**config.mk**
```make
export PLATFORM = sky130hd
export DESIGN_NAME = pattern_serializer
export DESIGN_NICKNAME = d
export VERILOG_FILES = /design/src/rtl/pattern_serializer.sv
export SDC_FILE = /design/constraint.sdc
export NUM_CORES = 1
export LEC_CHECK = 0
export BUFFER_PORTS_ARGS = -buffer_cell sky130_fd_sc_hd__buf_4
export CAP_MARGIN = 30
export CORE_MARGIN = 4
export CORE_UTILIZATION = 56
export CTS_CLUSTER_DIAMETER = 100
export DETAILED_ROUTE_END_ITERATION = 7
export PLACE_DENSITY = 0.83
export SYNTH_ARGS = -nofsm -noshare
export SYNTH_HDL_FRONTEND = slang
export SYNTH_SLANG_ARGS = --single-unit
export TNS_END_PERCENT = 10
```
**constraint.sdc**
```tcl
create_clock -name clock -period 3.2 [get_ports clock]
set_input_delay 0.16 -clock clock [delete_from_list [all_inputs] [get_ports clock]]
set_output_delay 0.16 -clock clock [all_outputs]
set_load 0.01 [all_outputs]
```
**src/rtl/pattern_serializer.sv**
```systemverilog
// Serial pattern generator: latches a word and frame settings on start, then
// shifts out len bits, each held for div+1 clocks, optionally repeating.
module pattern_serializer #(
  parameter int DATA_W = 32,
  parameter int LEN_W  = 6,
  parameter int DIV_W  = 16
) (
  input  logic              clock,
  input  logic              reset,
  input  logic [DATA_W-1:0] data,
  input  logic [LEN_W-1:0]  length,
  input  logic [DIV_W-1:0]  divider,
  input  logic              msb_first,
  input  logic              repeat_mode,
  input  logic              start,
  input  logic              stop,
  output logic              out,
  output logic              busy,
  output logic              done,
  output logic [LEN_W-1:0]  bit_index
);

  localparam logic [0:0] ST_IDLE  = 1'b0;
  localparam logic [0:0] ST_SHIFT = 1'b1;

  logic [0:0]        state_q, state_d;
  logic [DATA_W-1:0] data_q, data_d;
  logic [LEN_W-1:0]  len_q, len_d;
  logic [DIV_W-1:0]  div_q, div_d;
  logic              msb_q, msb_d;
  logic              rpt_q, rpt_d;
  logic [DIV_W-1:0]  per_cnt_q, per_cnt_d;
  logic [LEN_W-1:0]  bit_idx_q, bit_idx_d;
  logic              done_q, done_d;

  logic [LEN_W-1:0]  len_clamped;
  logic [LEN_W-1:0]  sel;
  logic              accept;
  logic              bit_end;
  logic              last_cycle;

  assign len_clamped = (length > LEN_W'(DATA_W)) ? LEN_W'(DATA_W) : length;
  assign accept      = (state_q == ST_IDLE) && start && !stop && (length != '0);
  assign bit_end     = (per_cnt_q == div_q);
  assign last_cycle  = bit_end && (bit_idx_q == (len_q - LEN_W'(1)));

  // Bit k of the frame maps to data[k] or data[len-1-k].
  assign sel = msb_q ? (len_q - LEN_W'(1) - bit_idx_q) : bit_idx_q;

  always_comb begin
    state_d   = state_q;
    data_d    = data_q;
    len_d     = len_q;
    div_d     = div_q;
    msb_d     = msb_q;
    rpt_d     = rpt_q;
    per_cnt_d = per_cnt_q;
    bit_idx_d = bit_idx_q;
    done_d    = 1'b0;

    if (state_q == ST_IDLE) begin
      if (accept) begin
        state_d   = ST_SHIFT;
        data_d    = data;
        len_d     = len_clamped;
        div_d     = divider;
        msb_d     = msb_first;
        rpt_d     = repeat_mode;
        per_cnt_d = '0;
        bit_idx_d = '0;
      end
    end else begin
      if (last_cycle) begin
        per_cnt_d = '0;
        bit_idx_d = '0;
        // A stop landing on the final cycle still completes the frame normally.
        if (!(rpt_q && !stop)) begin
          state_d = ST_IDLE;
          done_d  = 1'b1;
        end
      end else if (stop) begin
        state_d   = ST_IDLE;
        per_cnt_d = '0;
        bit_idx_d = '0;
      end else if (bit_end) begin
        per_cnt_d = '0;
        bit_idx_d = bit_idx_q + LEN_W'(1);
      end else begin
        per_cnt_d = per_cnt_q + DIV_W'(1);
      end
    end
  end

  always_ff @(posedge clock) begin
    if (reset) begin
      state_q   <= ST_IDLE;
      data_q    <= '0;
      len_q     <= '0;
      div_q     <= '0;
      msb_q     <= 1'b0;
      rpt_q     <= 1'b0;
      per_cnt_q <= '0;
      bit_idx_q <= '0;
      done_q    <= 1'b0;
    end else begin
      state_q   <= state_d;
      data_q    <= data_d;
      len_q     <= len_d;
      div_q     <= div_d;
      msb_q     <= msb_d;
      rpt_q     <= rpt_d;
      per_cnt_q <= per_cnt_d;
      bit_idx_q <= bit_idx_d;
      done_q    <= done_d;
    end
  end

  assign busy      = (state_q == ST_SHIFT);
  assign out       = busy && (|(data_q & (DATA_W'(1) << sel)));
  assign done      = done_q;
  assign bit_index = bit_idx_q;

endmodule

```
; ---- Yosys cells after proc, flatten, opt, wreduce, memory -nomap -nowiden
; Index checks and enable logic that the tools add are counted.
[word_totals]
ff_bits = 80
inputBits = 60
out_inout_bits = 9
[op_classes]
n_mux = 18
eq_ne = 3
bitwise_logic = 3
n_shift = 1
reduce_logical = 13
n_addsub = 4
magnitude_cmp = 1
[ops]
columns = cell, n
row1 = $mux W16, 5
row2 = $mux W6, 7
row3 = $and A32 B32 Y32, 1
row4 = $reduce_or A32 Y1, 1
row5 = $shl A1 B6 Y32 const A, 1
row6 = $add A16 B1 Y16 const B, 1
row7 = $eq A16 B16 Y1, 1
row8 = $add A6 B1 Y6 const B, 1
row9 = $eq A6 B6 Y1, 1
row10 = $gt A6 B6 Y1 const B, 1
row11 = $logic_and A1 B1 Y1, 6
row12 = $mux W1, 6
row13 = $reduce_bool A6 Y1, 1
row14 = $sub A6 B1 Y6 const B, 1
row15 = $sub A6 B6 Y6, 1
row16 = $ne A4 B2 Y1 const B, 1
row17 = $reduce_and A2 Y1, 2
row18 = $reduce_or A3 Y1, 1
row19 = $not A1 Y1, 2
row20 = $reduce_bool A2 Y1, 1
row21 = $logic_not A1 Y1, 1

; ---- Logic depth before layout (Yosys ltp)
; Gate-level depths: netlist (run 1).
[depth]
ltp_word = 7
depth_mapped = 13
ltp_nobuf = 11

; ---- Least setup slack after synthesis (run 1)
; No wires, ideal clock.
[synth_timing]
kind = register -> output
start = register len_q[0]
end = output out
slack_ps = 376
arrival_time_ps = 2664
path_stages_with_launch = 11
path_cell_list = dfxtp_1 -> inv_1 -> ha_1 -> fa_1 -> xnor2_1 -> a21boi_0 -> mux2_2 -> a32oi_1 -> a21oi_1 -> nor4b_1 -> a211oi_1
[synth_via]
elab_chain_len = 7
[synth_lines]
columns = item, line_no
row1 = "start, declared", 28  ; logic [LEN_W-1:0] len_q, len_d;
row2 = "start signal, assigned", 108  ; len_q <= len_d;
row3 = $sub A6 B1 Y6, 48  ; assign sel = msb_q ? (len_q - LEN_W'(1) - bit_idx_q) : bit_idx_q;
row4 = $sub A6 B6 Y6, 48
row5 = $mux W6, 48
row6 = $shl A1 B6 Y32, 119  ; assign out = busy && (|(data_q & (DATA_W'(1) << sel)));
row7 = $and A32 B32 Y32, 119
row8 = $reduce_or A32 Y1, 119
row9 = $logic_and A1 B1 Y1, 119
row10 = "end, declared", 17  ; output logic out,
; No other way between the ends.

; ---- Final worst setup path (run 1)
; Same ends and word-level chain as after synthesis.

==> results of run 1 <==
==> per-layer routing <==
metal	vias up	part of all wire (%)	routed length (µm)
met4	0	2.6	267
met5	-	0	0
met3	23	5.9	607
met2	119	47	4880
met1	1826	44	4610
li1	1899	-	-
==> layout make-up <==
class / instances / area [µm²] / area share [%]
multi-input combinational: 389 / 2320 / 46.8
sequential: 80 / 1610 / 32.5
timing repair buffer: 87 / 657 / 13.3
clock buffer: 9 / 124 / 2.50
tap: 96 / 120 / 2.43
clock inverter: 7 / 62.6 / 1.26
inverter: 16 / 60.1 / 1.21
==> worst max-delay path, delay by kind of cell (launching register included) <==
family / cells / cell delay [ns]
flops: 1 / 0.37
xor+xnor: 1 / 0.20
mux: 1 / 0.17
simple gates: 4 / 1.06
compound gates: 3 / 0.31
fa+ha+maj: 1 / 0.31
buf+inv: 2 / 0.31
==> power by group through the flow <==
stage	clock network [mW]	logic [mW]	registers (mW)
2_1_floorplan	0	0.200	1.07
3_3_place_gp	0	0.308	1.08
3_5_place_dp	0	0.317	1.08
4_1_cts	0.716	0.341	1.06
5_1_grt	0.754	0.393	1.07
6_report	0.705	0.357	1.06
==> repair_timing <==
action | 4_1_cts | 5_1_grt
endpoints found under the hold margin | 0 | 0
setup buffers | 6 | 1
pin swaps | 11 | 6
resized for setup | 22 | 6
endpoints found under the setup margin | 1 | 1
==> state kept, by name, summed over array words and instances (netlist names) <==
name / flops
bit_index: 6
busy: 1
done: 1
rpt_q: 1
msb_q: 1
per_cnt_q: 16
div_q: 16
data_q: 32
len_q: 6
==> per-stage QoR <==
stage / instance area [µm²] / utilization [%]
floorplan: 3970 / -
global placement: 4590 / 67.2
detailed placement: 4590 / 67.2
CTS: 4920 / 72.0
global route: 4950 / 72.5
finish: 4950 / 72.5
==> cells by family after synthesis <==
family / Yosys count / share of synthesized area (%)
and+or+nand+nor: 218 / 24.7
AOI/OAI and AO/OA: 122 / 18.5
DFF: 80 / 40.4
buffers and inverters: 43 / 4.29
xor gates and xnor gates: 35 / 7.73
adders and majority gates: 9 / 3.03
muxes: 5 / 1.32
==> worst min-delay path by stage <==
stage | startpoint | to | cells past startpoint
after global routing | data[5] | data_q[5] | 3
final | divider[3] | div_q[3] | 3
after detailed placement | data[5] | data_q[5] | 3
after floorplan | data[25] | data_q[25] | 2
after CTS | data[5] | data_q[5] | 3
after global placement | divider[7] | div_q[7] | 3
==> placed cells by master, fill, tap and decap left out, types with 3 or more instances in the layout <==
cell type and count:
a22oi_1 3, buf_4 86, nand3b_1 4, nor2b_1 3
ha_1 6, a21oi_1 66, xor2_1 10, nor2_1 23
inv_1 16, or3_1 6, nor3_1 5, a31oi_1 3
xnor2_1 24, nand3_1 16, clkinvlp_4 3, dfxtp_1 76
nand2_1 128, o21ai_0 14, clkbuf_8 9, nand2b_1 7
and3_1 3, nand4_1 7
==> metrics.yaml, run 1 <==
worst_setup_path:
  reg2reg_setup_slack_ns: 0.67
  criticalPathCategory: "flop to primary output"
  cp-start-kind: "flop"
  reg2reg_depth: 7
  worst-endpoint-required_ns: 3.04
  end_kind: "primary output"
  cp-endpoint: "out"
  startpoint: "len_q[0]"
  crit_path_max_incr_delay_ns: 0.44
  r2r-end: "per_cnt_q[14]"
  cp_max_fo: 6
  cp_cell_sequence: "nor3_4, xor2_1, ha_1, nand2_2, o311ai_1, or3_4, buf_6, mux2i_2, o32ai_2, nor4b_2, a211oi_2, buf_4"
  crit_path_top_delay_cell: "or3_4"
  cp.arrival_ns: 3.09
  reg2reg_from: "per_cnt_q[6]"
clock_tree:
  cts_hold_buf: 0
  clkLatencyLatePin_ns: 0.36
  h-tree-depth: 3
  clk_path_buf_depth: 2
  cts_made_buffers: 9
  cts_sinks: 80
  cts_tree: "built"
  root_buffer: "clkbuf_8"
  cts.reportedPaths.clkPinSlew_ns: 0.09
power_and_ir_drop:
  p_total_mw: 2.12
  ir_worst_vdd_v: 0.000276
  cellPowerDensity_nw_per_um2: 429
  combinationalPowerShare_pct: 16.8
  seqPwrFrac_pct: 50.0
  p_clk_share_pct: 33.2
  power_switching_mw: 0.624
  p_int_mw: 1.50
  switching_share_pct: 29.4
  p_leak_nw: 1.83
global_routing:
  grt_pass1_vias: 3664
  grt_usage_pct: 24.8
  top_usage_layer: "met2"
  met2_usage_pct: 39.8
  grtUsageMet3_pct: 4.35
  grt_max_degree: 62
  use_met1_pct: 32.2
  grt_pass1_wl_um: 17000
  antenna_found_initial: 0
  grt_overflow: 0
finish:
  fin_cells: 684
  area_growth_syn_to_layout_pct: 24.9
  layout-drive-gt1-share_pct: 22.4
  diodes: 0
  n_fill_cell: 553
  final_nets: 652
logic_synthesis:
  synth_edf_count: 0
  synthTopCellsByArea: "dfxtp_1 (40%), nand2_1 (12%), a21oi_1 (8.3%), xnor2_1 (5.5%), ha_1 (2.5%)"
  yosys-top-cells-count: "nand2_1 (129), dfxtp_1 (80), a21oi_1 (66)"
  yosys_most_used_dff: "dfxtp_1"
  ys_seq_area_share_pct: 40.4
  synth_area_leader_cell: "dfxtp_1"
  ys_ff_latch: 80
  synth_most_common_cell: "nand2_1"
  synthDistinctLibCells: 53
  synth_nets: 581
  postSynthAreaPerCell_um2: 7.75
  synthesis.area_um2: 3970
  netlist.area_leader.share_pct: 40.4
  yosysWarnings: 0
  async_flop_share_pct: 0
  syn_inst: 512
status:
  outcome: "complete, but fails checks"
  violations: "DRC, setup timing"
sta:
  setup_slack_ns: -0.0477
  finalHoldViolCount: 0
  worstMarginPinSlew_ns: 0.827
  final-max-slew-violation-count: 0
  setup_tns_ns: -0.0477
  rsz0062_at_grt: "yes"
  holdWs_ns: 0.0387
  max_slew_margin_pct: 44.3
  fmax_ghz: 0.308
  fin_crit_sh_pct: 101
  fin_worst_skew_ns: 0.00943
  period_needed_ns: 3.25
  setup_viol: 1
placed_design:
  gp_congestion: 0.948
  hpwl_um: 7310
  port_buffers: 68
  dpl.cell_count: 661
  dp_slack_ns: 0.0975
floorplan:
  die_x_um: 92.2
  ios: 69
  core_area_um2: 6830
  start_util_pct: 58.1
  num_rows: 30
  die_area_um2: 8490
  die_h_um: 92.2
detailed_routing:
  drt_iter0_drc: 294
  drc: 4
  drtPass1Iterations: 8
  routedWlPerCell_um: 15.1
  viasPerCell: 5.65
  routed_wl_um: 10400
  ant_nets: 0
  routed-via-count: 3867
flow_run:
  drv_cap: 0
min_path:
  hold_class: "input pin to flop"
Power figures use the tool's default switching activity.
==> run 2, diff against run 1 <==
==> constraint.sdc (replaced) <==
create_clock -name clock -period 3.3 [get_ports clock]
set_input_delay 0.165 -clock clock [delete_from_list [all_inputs] [get_ports clock]]
set_output_delay 0.165 -clock clock [all_outputs]
set_load 0.01 [all_outputs]
==> run 2 against run 1 <==
Net effect:
- the flow now finishes without violations
- register-to-register slack got worse by 0.11 ns
- sequential share of layout area decreased by 0.16 points
- clock-buffer cell count unchanged
- first-iteration DRC count decreased by 16%
- sequential power about the same
- die area unchanged
- critical path depth unchanged
- utilization about the same
- non-clock buffer count decreased by 1
- routed wire length increased by 0.95%
- final cell count decreased by 0.15%
- critical endpoint unchanged
- largest cell class unchanged
- highest routed layer unchanged
==> metrics.yaml, run 2 (same netlist as run 1, synthesis figures left out) <==
global_routing:
  grt_pass1_vias: 3666
  grt_overflow: 0
  use_met1_pct: 33.9
  grtUsageMet3_pct: 5.33
  grt_max_degree: 62
  top_usage_layer: "met2"
  met2_usage_pct: 39.8
  antenna_found_initial: 0
  grt_usage_pct: 25.2
  grt_pass1_wl_um: 17300
sta:
  setup_slack_ns: 0.0529
  fmax_ghz: 0.308
  rsz0062_at_grt: "yes"
  worstMarginPinSlew_ns: 0.900
  setup_viol: 0
  fin_worst_skew_ns: 0.00955
  fin_crit_sh_pct: 98.4
  max_slew_margin_pct: 39.5
  finalHoldViolCount: 0
  period_needed_ns: 3.25
  final-max-slew-violation-count: 0
  setup_tns_ns: 0
placed_design:
  hpwl_um: 7570
  dpl_cell_area_um2: 4590
  port_buffers: 68
  gp_congestion: 0.942
  dp_slack_ns: 0.0662
detailed_routing:
  drc: 0
  routed-via-count: 3864
  drtPass1Iterations: 5
  routedWlPerCell_um: 15.3
  viasPerCell: 5.66
  ant_nets: 0
  routed_wl_um: 10500
  drt_iter0_drc: 246
worst_setup_path:
  worst-endpoint-required_ns: 3.13
  cp.arrival_ns: 3.08
  cp-start-kind: "flop"
  cp_max_fo: 6
  crit_path_top_delay_cell: "or3_4"
  cp_cell_sequence: "inv_1, ha_4, inv_1, ha_4, nand2b_1, nor4b_2, or3_4, or3_4, a21oi_2, nor4_2, a211oi_2, buf_4"
  end_kind: "primary output"
  crit_path_max_incr_delay_ns: 0.42
  criticalPathCategory: "flop to primary output"
  reg2reg_setup_slack_ns: 0.56
finish:
  post-route-cell-area_um2: 4950
  final_common_cell: "nand2_1"
  largest_reg_flops: 32
  final_nets: 651
  layout_common_cells: "nand2_1 (129), buf_4 (85), dfxtp_1 (78)"
  layout-drive-gt1-share_pct: 22.5
  regMostFlops: "data_q"
  diodes: 0
  area_growth_syn_to_layout_pct: 24.9
  biggestRegsByFlops: "data_q (32), div_q (16), per_cnt_q (16)"
clock_tree:
  cts_tree: "built"
  root_buffer: "clkbuf_8"
  cts.reportedPaths.clkPinSlew_ns: 0.09
  clkLatencyLatePin_ns: 0.36
  cts_hold_buf: 0
  clk_path_buf_depth: 2
  h-tree-depth: 3
  cts_made_buffers: 9
  cts_sinks: 80
min_path:
  hold_class: "input pin to flop"
power_and_ir_drop:
  p_clk_share_pct: 35.0
  cellPowerDensity_nw_per_um2: 425
  p_leak_nw: 1.84
  switching_share_pct: 28.0
  p_int_mw: 1.52
  ir_worst_vdd_v: 0.000244
  seqPwrFrac_pct: 48.8
  power_switching_mw: 0.589
  combinationalPowerShare_pct: 16.1
floorplan:
  num_rows: 30
  die_x_um: 92.2
  die_area_um2: 8490
  core_area_um2: 6830
  ios: 69
  start_util_pct: 58.1
  die_h_um: 92.2
status:
  outcome: "complete, no violations"
flow_run:
  drv_cap: 0
-- run 2: changes by cell type in the layout (fill, tap and decap cells not counted), sizes merged --
cell,delta
inv,-1
clkinv,+2
buf,-1
bufinv,+1
clkinvlp,-2
-- run 2: routing by layer --
layer  vias to the layer above  wire length, µm
met4                         0              195
met1                      1791             4690
met2                       154             4860
li1                       1902                -
met3                        17              720
met5                         -                0
-- run 2: metrics by stage --
stage	hold WS [ns]	utilization [%]	total power, mW	cells
after global placement	0.411	67.2	1.35	661
after detailed placement	0.421	67.2	1.36	661
after global routing	0.0385	72.5	2.20	683
after CTS	0.0390	71.1	2.09	681
after floorplan	0.301	-	1.24	512
final	0.0455	72.5	2.11	683
-- run 2: power groups by stage --
stage          Sequential, mW  Clock [mW]  Combinational, mW
6_report                 1.03       0.738              0.340
5_1_grt                  1.03       0.798              0.371
4_1_cts                  1.03       0.744              0.320
3_5_place_dp             1.05           0              0.310
3_3_place_gp             1.05           0              0.299
2_1_floorplan            1.04           0              0.194
-- run 2: what timing repair did --
action,4_1_cts,5_1_grt
setup buffers,4,2
setup endpoints to repair,1,1
pin swaps,5,7
gates resized for setup,8,18
-- run 2: layout make-up --
| cell class | instances | area (µm²) |
|---|---|---|
| clock buffers | 9 | 124 |
| clock inverters | 7 | 76.3 |
| fillers | 551 | 1880 |
| inverters | 16 | 60.1 |
| multi-input cells | 389 | 2320 |
| flip-flops and latches | 80 | 1600 |
| well taps | 96 | 120 |
| repair buffers | 86 | 649 |
-- run 2: path summary, 6_finish.rpt --
kind | startpoint | endpoint | cells after the start
max | len_q[1] | out | 12
min reg2reg | data_q[23] | data_q[23] | 2
min | divider[10] | div_q[10] | 3
max reg2reg | per_cnt_q[3] | per_cnt_q[7] | 7
-- run 2: critical path, delay by kind of cell, from the launching register on --
family | cells | cell delay, ns
AND/OR/NAND/NOR | 5 | 1.14
adder cells (fa/ha/maj) | 2 | 0.55
buffers and inverters | 3 | 0.29
AO/OA/AOI/OAI | 2 | 0.40
flip-flops | 1 | 0.35
==> run 3, diff against run 2 <==
--- a/config.mk
+++ b/config.mk
@@ -8,10 +8,10 @@
 export BUFFER_PORTS_ARGS = -buffer_cell sky130_fd_sc_hd__buf_4
 export CAP_MARGIN = 30
 export CORE_MARGIN = 4
-export CORE_UTILIZATION = 56
+export CORE_UTILIZATION = 40
 export CTS_CLUSTER_DIAMETER = 100
 export DETAILED_ROUTE_END_ITERATION = 7
-export PLACE_DENSITY = 0.83
+export PLACE_DENSITY = 0.63
 export SYNTH_ARGS = -nofsm -noshare
 export SYNTH_HDL_FRONTEND = slang
 export SYNTH_SLANG_ARGS = --single-unit
==> run 3 against run 2 <==
Net effect:
- the flow now finishes with violations (setup timing)
- sequential cell count is the same
- setup slack lost 0.081 ns
- hold slack lost 0.00052 ns
- utilization shrank 21 points
- fmax shrank 2.4%
- clock skew is essentially flat
- critical path depth shrank 1
- non-clock buffer count shrank 2
- critical endpoint unchanged
- largest cell class unchanged
==> metrics.yaml, run 3 (same netlist as run 1, synthesis figures left out) <==
worst_setup_path:
  crit_buf_inv: 1
  reg2reg_from: "busy"
  crit_path_top_delay_cell: "or3_4"
  reg2reg_depth: 7
  reg2reg_setup_slack_ns: 0.97
  cp-start-kind: "flop"
  cp.arrival_ns: 3.16
  crit_family: "compound AO/OA/AOI/OAI gates"
  criticalPathCategory: "flop to primary output"
  cp_cell_sequence: "nor3_4, xor2_1, ha_1, nand3b_1, o311ai_2, or3_4, a21boi_2, o32ai_2, nor4b_2, a211oi_2, buf_4"
  worst-endpoint-required_ns: 3.13
  end_kind: "primary output"
  crit_path_max_incr_delay_ns: 0.44
  r2r-end: "bit_index[5]"
  cp_max_fo: 6
min_path:
  hold_start: "data[2]"
  whs_path_depth: 3
  hold_class: "input pin to flop"
  hold_end: "data_q[2]"
placed_design:
  dp_slack_ns: 0.108
  hpwl_um: 7400
  port_buffers: 68
  gp_congestion: 0.915
detailed_routing:
  routed-via-count: 3743
  routedWlPerCell_um: 14.3
  drt_iter0_drc: 238
  ant_nets: 0
  viasPerCell: 5.21
  routed_wl_um: 10300
  drc: 0
  drtPass1Iterations: 4
floorplan:
  start_util_pct: 40.8
  die_area_um2: 11600
  num_rows: 36
  core_area_um2: 9730
  die_x_um: 108
  ios: 69
  die_h_um: 108
sta:
  fin_crit_sh_pct: 101
  fmax_ghz: 0.301
  final-max-slew-violation-count: 0
  rsz0062_at_grt: "yes"
  fin_worst_skew_ns: 0.00963
  finalHoldViolCount: 0
  period_needed_ns: 3.33
  max_slew_margin_pct: 44.7
  holdWs_ns: 0.0449
  setup_viol: 1
  setup_tns_ns: -0.0278
  worstMarginPinSlew_ns: 0.822
  setup_slack_ns: -0.0278
global_routing:
  grt_overflow: 0
  antenna_found_initial: 0
  grt_pass1_vias: 3607
  grt_usage_pct: 18.3
  grt_max_degree: 62
  grt_pass1_wl_um: 17100
finish:
  biggestRegsByFlops: "data_q (32), div_q (16), per_cnt_q (16)"
  layout_common_cells: "nand2_1 (128), buf_4 (84), dfxtp_1 (78)"
  multi_input_area_um2: 2350
  largest_reg_flops: 32
  layout-drive-gt1-share_pct: 21.8
  regMostFlops: "data_q"
  area_growth_syn_to_layout_pct: 27.1
  final_common_cell: "nand2_1"
  regArea_um2: 1610
  final_nets: 650
  diodes: 0
  n_fill_cell: 956
status:
  violations: "setup timing"
  outcome: "complete, but fails checks"
clock_tree:
  cts.reportedPaths.clkPinSlew_ns: 0.08
  h-tree-depth: 3
  cts_tree: "built"
  cts_hold_buf: 0
  clkLatencyLatePin_ns: 0.36
  root_buffer: "clkbuf_8"
  cts_sinks: 80
  clk_path_buf_depth: 2
  cts_made_buffers: 9
power_and_ir_drop:
  p_total_mw: 2.18
  p_leak_nw: 1.85
  cellPowerDensity_nw_per_um2: 432
  ir_worst_vdd_v: 0.000242
flow_run:
  drv_cap: 0
## run 3: cell count changes in the layout (fill, tap and decap cells not counted), sizes merged
cell / delta
buf: -2
bufinv: +1
clkbuf: +2
clkinv: -1
clkinvlp: +1
inv: -3
or3: +1
## run 3: what timing repair did
| action | 4_1_cts | 5_1_grt |
|---|---|---|
| gates cloned | 1 | 0 |
| pin swaps | 8 | 4 |
| gates resized for setup | 20 | 8 |
| setup buffers | 3 | 0 |
| hold endpoints to repair | 0 | 0 |
| setup endpoints to repair | 1 | 1 |
## run 3: how the worst max path moves through the flow
stage / startpoint / endpoint / depth (start not counted)
finish: len_q[1] / out / 11
global route: len_q[1] / out / 12
CTS: len_q[1] / out / 11
detailed placement: len_q[0] / out / 11
global placement: len_q[0] / out / 12
floorplan: len_q[0] / out / 10
## run 3: stage by stage
step                      utilization, %  instances  area (µm²)
after global placement              47.7        699        4650
after CTS                           51.3        719        4990
after floorplan                        -        512        3970
after global routing                51.8        719        5040
after detailed placement            47.7        699        4650
final                               51.8        719        5040
## run 3: final cells by class
class | count | share of cell area [%]
clock inverters | 5 | 1.59
multi-input cells | 390 | 46.7
clock buffers | 11 | 2.80
flip-flops and latches | 80 | 31.9
repair buffers | 84 | 12.5
inverters | 16 | 1.19
well taps | 133 | 3.30
## run 3: worst register-to-register path, stage by stage, from the launching register on
cell	delay, ns
dfxtp_1	0.41
nor3b_2	0.22
o31a_2	0.44
nor2_1	0.18
o21bai_1	0.46
buf_4	0.25
a21boi_0	0.17
o21ai_0	0.08
## run 3: layer usage
metal	vias up	global-route usage [%]	wire length, µm
li1	1906	-	-
met1	1728	25.7	4900
met2	89	27.2	4640
met3	20	3.18	508
met4	0	8.93	232
met5	-	0	0
## run 3: power by group
part           switching [mW]  total, mW  internal, mW
Sequential             0.0301       1.03         0.999
Clock                   0.362      0.808         0.446
Combinational           0.176      0.343         0.167
Total                   0.568       2.18          1.61
